<file path="src/rtl/eth_pcs_66_64_dec.sv">
// 64b/66b receive decoder: rebuilds 64-bit blocks from 32-bit transfers, classifies
// them, runs the receive state machine and presents the result as 4-lane XGMII slices.
package eth_pcs_params;
  localparam int N_CHANNELS      = 4;
  localparam int W_BYTE          = 8;
  localparam int W_DATA          = 32;
  localparam int W_SYNC          = 2;
  localparam int N_TRANS_PER_BLK = 2;
  localparam int W_TRANS_PER_BLK = 1;
  localparam int W_PLD_BLK       = 64;
  localparam int N_LANES         = W_PLD_BLK / W_BYTE;

  localparam logic [W_SYNC-1:0] SYNC_DATA = 2'b01;
  localparam logic [W_SYNC-1:0] SYNC_CTRL = 2'b10;

  localparam logic [7:0] C_TYPE  = 8'h1E;
  localparam logic [7:0] S0_TYPE = 8'h78;
  localparam logic [7:0] S4_TYPE = 8'h33;
  localparam logic [7:0] T0_TYPE = 8'h87;
  localparam logic [7:0] T1_TYPE = 8'h99;
  localparam logic [7:0] T2_TYPE = 8'hAA;
  localparam logic [7:0] T3_TYPE = 8'hB4;
  localparam logic [7:0] T4_TYPE = 8'hCC;
  localparam logic [7:0] T5_TYPE = 8'hD2;
  localparam logic [7:0] T6_TYPE = 8'hE1;
  localparam logic [7:0] T7_TYPE = 8'hFF;

  localparam logic [6:0] CODE_IDLE = 7'h00;

  localparam logic [7:0] SYM_IDLE  = 8'h07;
  localparam logic [7:0] SYM_START = 8'hFB;
  localparam logic [7:0] SYM_TERM  = 8'hFD;
  localparam logic [7:0] SYM_ERR   = 8'hFE;

  typedef enum logic [2:0] {RX_INIT, RX_C, RX_D, RX_T, RX_E} rx_state_t;
  typedef enum logic [2:0] {BLK_C, BLK_S, BLK_D, BLK_T, BLK_E} blk_class_t;
endpackage

module eth_pcs_66_64_dec
  import eth_pcs_params::*;
(
  input  logic                           i_clk,
  input  logic                           i_reset_n,
  input  logic                           i_clk_en,
  input  logic [W_TRANS_PER_BLK-1:0]     i_trans_cnt,
  input  logic                           i_blk_lock,
  input  logic [W_SYNC-1:0]              i_sync_data,
  input  logic [W_DATA-1:0]              i_pld_data,
  output logic [N_CHANNELS-1:0]          o_xgmii_ctrl,
  output logic [N_CHANNELS*W_BYTE-1:0]   o_xgmii_data,
  output logic [7:0]                     o_err_cnt
);

  localparam int W_SLICE = N_CHANNELS * W_BYTE;
  localparam logic [W_TRANS_PER_BLK-1:0] LAST_TRANS = W_TRANS_PER_BLK'(N_TRANS_PER_BLK - 1);

  logic [W_DATA-1:0]    slices_q [N_TRANS_PER_BLK-1];
  logic [W_SYNC-1:0]    sync_q;
  logic                 have_first_q;
  rx_state_t            state_q, state_d;
  logic [W_PLD_BLK-1:0] out_data_q;
  logic [N_LANES-1:0]   out_ctrl_q;
  logic [7:0]           err_cnt_q;

  logic [W_PLD_BLK-1:0] blk;
  blk_class_t           dec_class;
  logic [W_PLD_BLK-1:0] dec_data;
  logic [N_LANES-1:0]   dec_ctrl;
  logic                 codes_idle;
  logic                 is_term;
  logic [2:0]           term_n;

  // Stored slices plus the live one form the complete block at the decode transfer.
  always_comb begin
    blk = '0;
    for (int k = 0; k < N_TRANS_PER_BLK - 1; k++)
      blk[k*W_DATA +: W_DATA] = slices_q[k];
    blk[W_PLD_BLK-W_DATA +: W_DATA] = i_pld_data;
  end

  // NOTE: every combinational output gets a default first so no path leaves it unassigned and no latch is inferred.
  always_comb begin
    dec_class  = BLK_E;
    dec_data   = {N_LANES{SYM_ERR}};
    dec_ctrl   = '1;
    codes_idle = 1'b1;
    is_term    = 1'b1;
    term_n     = 3'd0;

    for (int i = 0; i < N_LANES; i++)
      if (blk[W_BYTE + 7*i +: 7] != CODE_IDLE) codes_idle = 1'b0;

    case (blk[7:0])
      T0_TYPE: term_n = 3'd0;
      T1_TYPE: term_n = 3'd1;
      T2_TYPE: term_n = 3'd2;
      T3_TYPE: term_n = 3'd3;
      T4_TYPE: term_n = 3'd4;
      T5_TYPE: term_n = 3'd5;
      T6_TYPE: term_n = 3'd6;
      T7_TYPE: term_n = 3'd7;
      default: is_term = 1'b0;
    endcase

    if (sync_q == SYNC_DATA) begin
      dec_class = BLK_D;
      dec_data  = blk;
      dec_ctrl  = '0;
    end else if (sync_q == SYNC_CTRL) begin
      if (blk[7:0] == C_TYPE && codes_idle) begin
        dec_class = BLK_C;
        dec_data  = {N_LANES{SYM_IDLE}};
        dec_ctrl  = '1;
      end else if (blk[7:0] == S0_TYPE) begin
        dec_class = BLK_S;
        dec_data  = {blk[W_PLD_BLK-1:W_BYTE], SYM_START};
        dec_ctrl  = 8'h01;
      end else if (blk[7:0] == S4_TYPE) begin
        dec_class = BLK_S;
        dec_data  = {blk[W_PLD_BLK-1:5*W_BYTE], SYM_START, {4{SYM_IDLE}}};
        dec_ctrl  = 8'h1F;
      end else if (is_term) begin
        dec_class = BLK_T;
        for (int j = 0; j < N_LANES; j++) begin
          dec_data[j*W_BYTE +: W_BYTE] = (j == int'(term_n)) ? SYM_TERM : SYM_IDLE;
          dec_ctrl[j] = (j >= int'(term_n));
        end
        // Terminate data bytes sit one byte above their lane, behind the type field.
        for (int j = 0; j < N_LANES - 1; j++)
          if (j < int'(term_n)) dec_data[j*W_BYTE +: W_BYTE] = blk[(j+1)*W_BYTE +: W_BYTE];
      end
    end
  end

  always_comb begin
    state_d = RX_E;
    case (state_q)
      RX_D: begin
        if (dec_class == BLK_D)      state_d = RX_D;
        else if (dec_class == BLK_T) state_d = RX_T;
      end
      RX_E: begin
        case (dec_class)
          BLK_C:   state_d = RX_C;
          BLK_D:   state_d = RX_D;
          BLK_T:   state_d = RX_T;
          BLK_S:   state_d = RX_D;
          default: state_d = RX_E;
        endcase
      end
      default: begin
        if (dec_class == BLK_C)      state_d = RX_C;
        else if (dec_class == BLK_S) state_d = RX_D;
      end
    endcase
  end

  // NOTE: sequential state uses non-blocking assignments only, so every register samples pre-edge values.
  always_ff @(posedge i_clk) begin
    if (!i_reset_n) begin
      state_q      <= RX_INIT;
      sync_q       <= '0;
      have_first_q <= 1'b0;
      // NOTE: the slice store is small and must read as zero after reset, so it is reset like any other register.
      for (int k = 0; k < N_TRANS_PER_BLK - 1; k++) slices_q[k] <= '0;
      out_data_q   <= {N_LANES{SYM_IDLE}};
      out_ctrl_q   <= '1;
      err_cnt_q    <= '0;
    end else if (i_clk_en) begin
      for (int k = 0; k < N_TRANS_PER_BLK - 1; k++)
        if (i_trans_cnt == W_TRANS_PER_BLK'(k)) slices_q[k] <= i_pld_data;
      if (i_trans_cnt == '0) begin
        sync_q       <= i_sync_data;
        have_first_q <= 1'b1;
      end
      if (i_trans_cnt == LAST_TRANS) begin
        have_first_q <= 1'b0;
        if (!i_blk_lock) begin
          state_q    <= RX_INIT;
          out_data_q <= {N_LANES{SYM_IDLE}};
          out_ctrl_q <= '1;
        end else if (have_first_q) begin
          // A block whose first transfer was lost to reset is dropped, not decoded.
          state_q <= state_d;
          if (state_d == RX_E) begin
            out_data_q <= {N_LANES{SYM_ERR}};
            out_ctrl_q <= '1;
            if (err_cnt_q != 8'hFF) err_cnt_q <= err_cnt_q + 8'd1;
          end else begin
            out_data_q <= dec_data;
            out_ctrl_q <= dec_ctrl;
          end
        end
      end
    end
  end

  always_comb begin
    o_xgmii_data = out_data_q[W_SLICE-1:0];
    o_xgmii_ctrl = out_ctrl_q[N_CHANNELS-1:0];
    for (int k = 1; k < N_TRANS_PER_BLK; k++) begin
      if (i_trans_cnt == W_TRANS_PER_BLK'(k)) begin
        o_xgmii_data = out_data_q[k*W_SLICE +: W_SLICE];
        o_xgmii_ctrl = out_ctrl_q[k*N_CHANNELS +: N_CHANNELS];
      end
    end
  end

  assign o_err_cnt = err_cnt_q;

endmodule

</file>
<file path="config.mk">
export PLATFORM = sky130hd
export DESIGN_NAME = eth_pcs_66_64_dec
export DESIGN_NICKNAME = d
export VERILOG_FILES = /design/src/rtl/eth_pcs_66_64_dec.sv
export SDC_FILE = /design/constraint.sdc
export NUM_CORES = 1
export LEC_CHECK = 0
export ABC_AREA = 0
export CAP_MARGIN = 20
export CORE_MARGIN = 2
export CORE_UTILIZATION = 40
export DETAILED_ROUTE_END_ITERATION = 12
export GPL_ROUTABILITY_DRIVEN = 1
export GPL_TIMING_DRIVEN = 0
export SETUP_SLACK_MARGIN = 0.1
export SYNTH_ARGS = -nofsm -noshare
export SYNTH_HDL_FRONTEND = slang
export SYNTH_SLANG_ARGS = --single-unit
</file>
<file path="constraint.sdc">
create_clock -name i_clk -period 3.25 [get_ports i_clk]
set_clock_uncertainty 0.2 [all_clocks]
set_input_delay 0.4875 -clock i_clk [delete_from_list [all_inputs] [get_ports i_clk]]
set_output_delay 0.4875 -clock i_clk [all_outputs]
set_load 0.02 [all_outputs]
</file>
Word-level counts from Yosys, hierarchy flattened
Memory sizes are Yosys's and may differ from the RTL's.
Cells that the tools add are included.
Widths: inputs -> output; s select.
- register bits: 86
- bits in latches: 0
- bits in writable memories: 32
- bits in read-only memories: 0
- bits of input ports: 39
- output and inout port bits: 44
- word-level logic and storage cells: 134
- memories: 1
- add/sub/neg operators: 1
- multipliers: 0
- div/mod/pow operators: 0
- order comparisons: 14
- equality and inequality tests: 28
- shifts and indexed selects: 0
- mux-type cells: 66
- bitwise logic cells: 1
- reduce and logical (&&, ||, !) cells: 17
- memory list (memory ; depth ; width ; rd ports ; clocked after memory_dff ; wr ports ; RTL line ; text):
    slices_q ; 1 ; 32 ; 1 ; 0 ; 1 ; 57 ; logic [W_DATA-1:0] slices_q [N_TRANS_PER_BLK-1];
- operators by type and width (kind ; number):
    $mux 64 ; 9
    $mux 8 ; 23
    $eq 8x8->1 const B ; 8
    $mux 32 ; 2
    $reduce_bool 7->1 ; 8
    $mux 3 ; 12
    $reduce_or 32->1 ; 1
    $pmux 3 s7 ; 1
    $mux 1 ; 15
    $eq 3x3->1 const A ; 4
    $eq 3x2->1 const B ; 3
    $ge 3x3->1 const A ; 3
    $lt 3x3->1 const A ; 3
    $pmux 3 s3 ; 1
    $add 8x1->8 const B ; 1
    $eq 8x5->1 const B ; 1
    $eq 8x6->1 const B ; 1
    $eq 8x7->1 const B ; 1
    $ne 8x8->1 const B ; 1
    $reduce_or 8->1 ; 1
    $mux 7 ; 1
    $eq 2x3->1 const A ; 2
    $eq 3x3->1 const B ; 2
    $ge 1x3->1 const A ; 2
    other kinds (17) ; 21

Logic depth before layout (Yosys ltp)
An unclocked memory read counts as a cell.
- word-level depth: 22
- gate-level depth with buffers: 13
- depth with buffers taken out: 8

Worst setup path after synthesis
No wires, ideal clock.
- path type: register -> register
- start point: memory slices_q[0][6]
- end point: register out_data_q[30]
- setup time: 0.122 ns
- data arrival time: 2.320 ns
- required time: 2.928 ns
- setup slack: 0.608 ns
- cell stages (with the launch flop): 9
- period minus slack after synthesis: 2.642 ns
- cells stage by stage: edfxtp_1 > nor4b_1 > and4_1 > or4_4 > clkbuf_1 > and2_0 > o21ai_1 > a41oi_1 > a221o_1
- word-level cells in the longest chain between the ends: 18
- ends and longest elaborated chain (element ; RTL line ; text):
    start: declaration ; 57 ;
    $mem_v2 1x32 * ; -- ;
    $eq 8x8->1 ; 93 ; case (blk[7:0])
    $reduce_or 8->1 (no source line) ; -- ;
    $mux 1 ; 93 ;
    $mux 3 ; 122 ; end else if (is_term) begin
    $mux 3 ; 118 ; end else if (blk[7:0] == S4_TYPE) begin
    $mux 3 ; 114 ; end else if (blk[7:0] == S0_TYPE) begin
    $mux 3 ; 110 ; if (blk[7:0] == C_TYPE && codes_idle) begin
    [2 not listed] ; -- ;
    $eq 3x2->1 (tied with other cells) ; 139, 143 ;
    $reduce_or 2->1 (no source line) (tied with other cells) ; -- ;
    $pmux 3 s3 (tied with other cells) ; 143 ; case (dec_class)
    $pmux 3 s2 ; 137 ; case (state_q)
    $eq 3x3->1 ; 185 ; if (state_d == RX_E) begin
    $mux 64 * ; 185 ;
    $mux 64 * ; 182 ; end else if (have_first_q) begin
    $mux 64 * ; 178 ; if (!i_blk_lock) begin
    end signal: assignment ; 180 ; out_data_q <= {N_LANES{SYM_IDLE}};
    end signal: assignment ; 186 ; out_data_q <= {N_LANES{SYM_ERR}};
    end signal: assignment ; 190 ; out_data_q <= dec_data;
    end: declaration ; 61 ; logic [W_PLD_BLK-1:0] out_data_q;
Mark *: on every way between the ends. The rest lies on a longest branch, timed or not. The select of a mux whose other input is x is not followed.
A chain may end at the register's enable or synchronous reset.

Worst setup path in the final report
- start point: memory slices_q[0][5]
- end point: register out_data_q[63]
The elaborated chain is that of the path after synthesis.

==> metrics.yaml <==
status: "finished clean"
path_cells: "buf_6 > nand2_2 > or4_1 > clkbuf_4 > nand4_4 > o21ai_4 > o21ai_4 > or2_1 > buf_6 > buf_6 > o21ai_1 > a22o_1"
numClockSinks: 118
antenna_found_initial: 0
die_height_um: 133
path_delay_family: "simple AND/OR/NAND/NOR gates"
num_rows: 47
path_max_fanout: 10
cp-end-kind: "register"
cts_tree: "yes"
hp-class: "reg2reg"
final_core_util_pct: 53.0
initial_utilization_pct: 40.5
hold_slack_ns: 0.241
io-pin-count: 83
rsz0062_at_grt: "true"
place_inst: 1073
cts.clk_slew.worst_paths_ns: 0.06
htreeDepth: 4
ant_nets: 0
grt_start_max_net_pins: 34
critPathArrivalTime_ns: 3.22
crit_buf_inv: 4
dieArea_um2: 17600
yosysSeqAreaShare_pct: 40.4
synth_edf_count: 32
ctsLongestPathBuffers: 2
first_global_vias: 6648
fin_crit_ns: 3.10
ys_async_sr_fraction_pct: 0
drv_cap: 0
grt_usage_pct: 32.7
port_buffers: 82
wl_per_cell_um: 25.5
slowest_delay_ns: 0.55
avgSynthCellArea_um2: 8.61
synth_area_leaders: "dfxtp_1, edfxtp_1, mux2_2"
vias: 6879
synth_warnings: 0
worstMarginPinSlew_ns: 0.985
fin_cells: 1117
gr-total-overflow: 0
syn_nets: 811
n_antenna_cell: 0
area_growth_pct: 31.0
multi_input_area_um2: 3880
cts_inserted_buffers: 17
cp_slowest_cell: "or4_1"
nets: 924
place_hpwl_mm: 21.5
worst_slew_margin_rel_pct: 34.1
synthCells: 771
post-route-drc-count: 0
path_common_cell: "buf_6"
coreArea_um2: 16400
p_leak_nw: 3.00
synth_top_cell_area_share_pct: 25.9
p_per_area_nw_per_um2: 468
ys.flop_type: "dfxtp_1"
die_w_um: 133
yosysTopAreaCell: "dfxtp_1"
gp_congestion: 1.05
critPathRequiredTime_ns: 3.37
fillers: 1528
cts_root_buf: "clkbuf_16"
ys_ff_latch: 118
synth_area_um2: 6640
fmax_mhz: 323
ir_worst_vdd_mv: 0.370
post-route-period-util_pct: 95.2
first_pass_iters: 6
drt_iter0_markers: 720
seqCellArea_um2: 2680
finalWirelength_mm: 28.4
drive_gt1_share_pct: 17.8
setup_viol: 0
cp-start-kind: "register"
slew_violations: 0
post_drt_via_cell_ratio: 6.16
path_class: "reg2reg"
cts_hold_buf: 0
hold_viol_final: 0
synth.distinct_cells: 81
clkLatencyLatePin_ns: 0.43
grt_first_pass_wirelength_mm: 42.5
## where the power goes
group,leakage [nW],internal [mW],switching (mW)
clock,0.293,1.16,0.749
combinational,1.69,0.201,0.313
sequential,1.03,1.58,0.0641
## layout make-up
cell class                      instances  area share, %
Multi-Input combinational cell        595           44.6
Sequential cell                       118           30.8
Timing Repair Buffer                   94           10.6
Clock buffer                           21           6.04
Buffer                                 51           3.45
Tap cell                              220           3.16
Clock inverter                         11          0.949
Inverter                                7          0.302
## layer usage
metal	track usage, %	share of wire [%]	vias up	wire length [um]
met3	6.17	7.0	65	2000
met5	0	0	-	0
met4	12.5	3.4	0	959
met2	52.7	47	333	13300
li1	-	-	3089	-
met1	43.5	43	3392	12200
## cell usage after synthesis, drive strengths merged, types with 2 or more instances
library cell and instances:
inv 5, a21oi 61, o22ai 8, a31o 9, nand4 10, o211a 2, and3 2, or4 5
and4bb 2, edfxtp 32, nor2 71, mux2i 2, o31ai 2, or2 6, a31oi 20, nand2b 12
o21bai 2, a22oi 2, nand3 15, dfxtp 86, nor3 15, o211ai 13, mux2 36, clkbuf 35
o32a 2, o21a 3, nor4bb 5, a41oi 4, o32ai 5, xnor2 3, buf 16, nand2 85
nor4 16, clkinv 2, o21ai 82, a221o 6, a22o 10, and2 37, nand4bb 2, o22a 8
nor4b 3, nor3b 2, nor2b 11, a221oi 2
## sequential cells by signal, indices dropped and copies added, names as in the netlist
| name | count |
|---|---|
| have_first_q | 1 |
| o_err_cnt | 8 |
| out_ctrl_q | 8 |
| out_data_q | 64 |
| slices_q | 32 |
| state_q | 3 |
| sync_q | 2 |
## cells in the final DEF, fill, tap and decap left out, types with 26 or more instances in the layout
| cell type | Yosys | final |
|---|---|---|
| dfxtp_1 | 86 | 86 |
| a21oi_1 | 61 | 59 |
| nor2_1 | 68 | 63 |
| o21ai_0 | 63 | 61 |
| and2_1 | 35 | 35 |
| nand2_1 | 81 | 78 |
| clkdlybuf4s50_1 | 0 | 81 |
| edfxtp_1 | 32 | 32 |
| clkbuf_1 | 35 | 26 |
| mux2_2 | 36 | 36 |
## worst paths after layout
kind                                                    from                           to  slack, ns  depth (start not counted)
worst min-delay path             out_data_q[14]$_SDFFE_PN0P_  out_data_q[14]$_SDFFE_PN0P_       0.24                          2
worst min register to register   out_data_q[14]$_SDFFE_PN0P_  out_data_q[14]$_SDFFE_PN0P_       0.24                          2
worst max-delay path            slices_q[0][5]$_SDFFCE_PN0P_  out_data_q[63]$_SDFFE_PN0P_       0.15                         12
worst max register to register  slices_q[0][5]$_SDFFCE_PN0P_  out_data_q[63]$_SDFFE_PN0P_       0.15                         12
## kinds of logic (layout without fill, tap and decap cells)
kind of cell               after synthesis  in the layout  share of synthesized area, %
and+or+nand+nor                        302            302                          23.9
AOI/OAI and AO/OA                      250            250                          24.5
DFF                                    118            118                          40.4
buffers and inverters                   58            184                          4.07
muxes                                   38             38                          6.41
xor gates and xnor gates                 4              4                         0.528
adders and majority gates                1              1                         0.188
## worst register-to-register path, cell delays in order, from the launching register on
cell      delay [ns]
edfxtp_1        0.37
buf_6           0.17
nand2_2         0.10
or4_1           0.55
clkbuf_4        0.20
nand4_4         0.20
o21ai_4         0.13
o21ai_4         0.27
or2_1           0.16
buf_6           0.15
buf_6           0.15
o21ai_1         0.13
a22o_1          0.22
## what timing repair did
item / in CTS / in global routing
endpoints found under the setup margin: 100 / 80
gates resized for setup: 28 / 43
pin swaps: 1 / 7
gates cloned: 0 / 0
buffers inserted: 6 / 6
## through the flow
| step | area [um2] | setup WS, ns | setup TNS [ns] | power (mW) |
|---|---|---|---|---|
| final | 8700 | 0.155 | 0 | 4.07 |
| after global routing | 8700 | 0.0861 | 0 | 4.20 |
| after CTS | 8520 | 0.101 | 0 | 4.05 |
| after detailed placement | 7740 | -0.681 | -55.88 | 2.14 |
| after global placement | 7730 | -0.729 | -62.30 | 2.14 |
| after floorplan | 6640 | 0.608 | 0 | 1.90 |
Power figures use the tool's default switching activity.
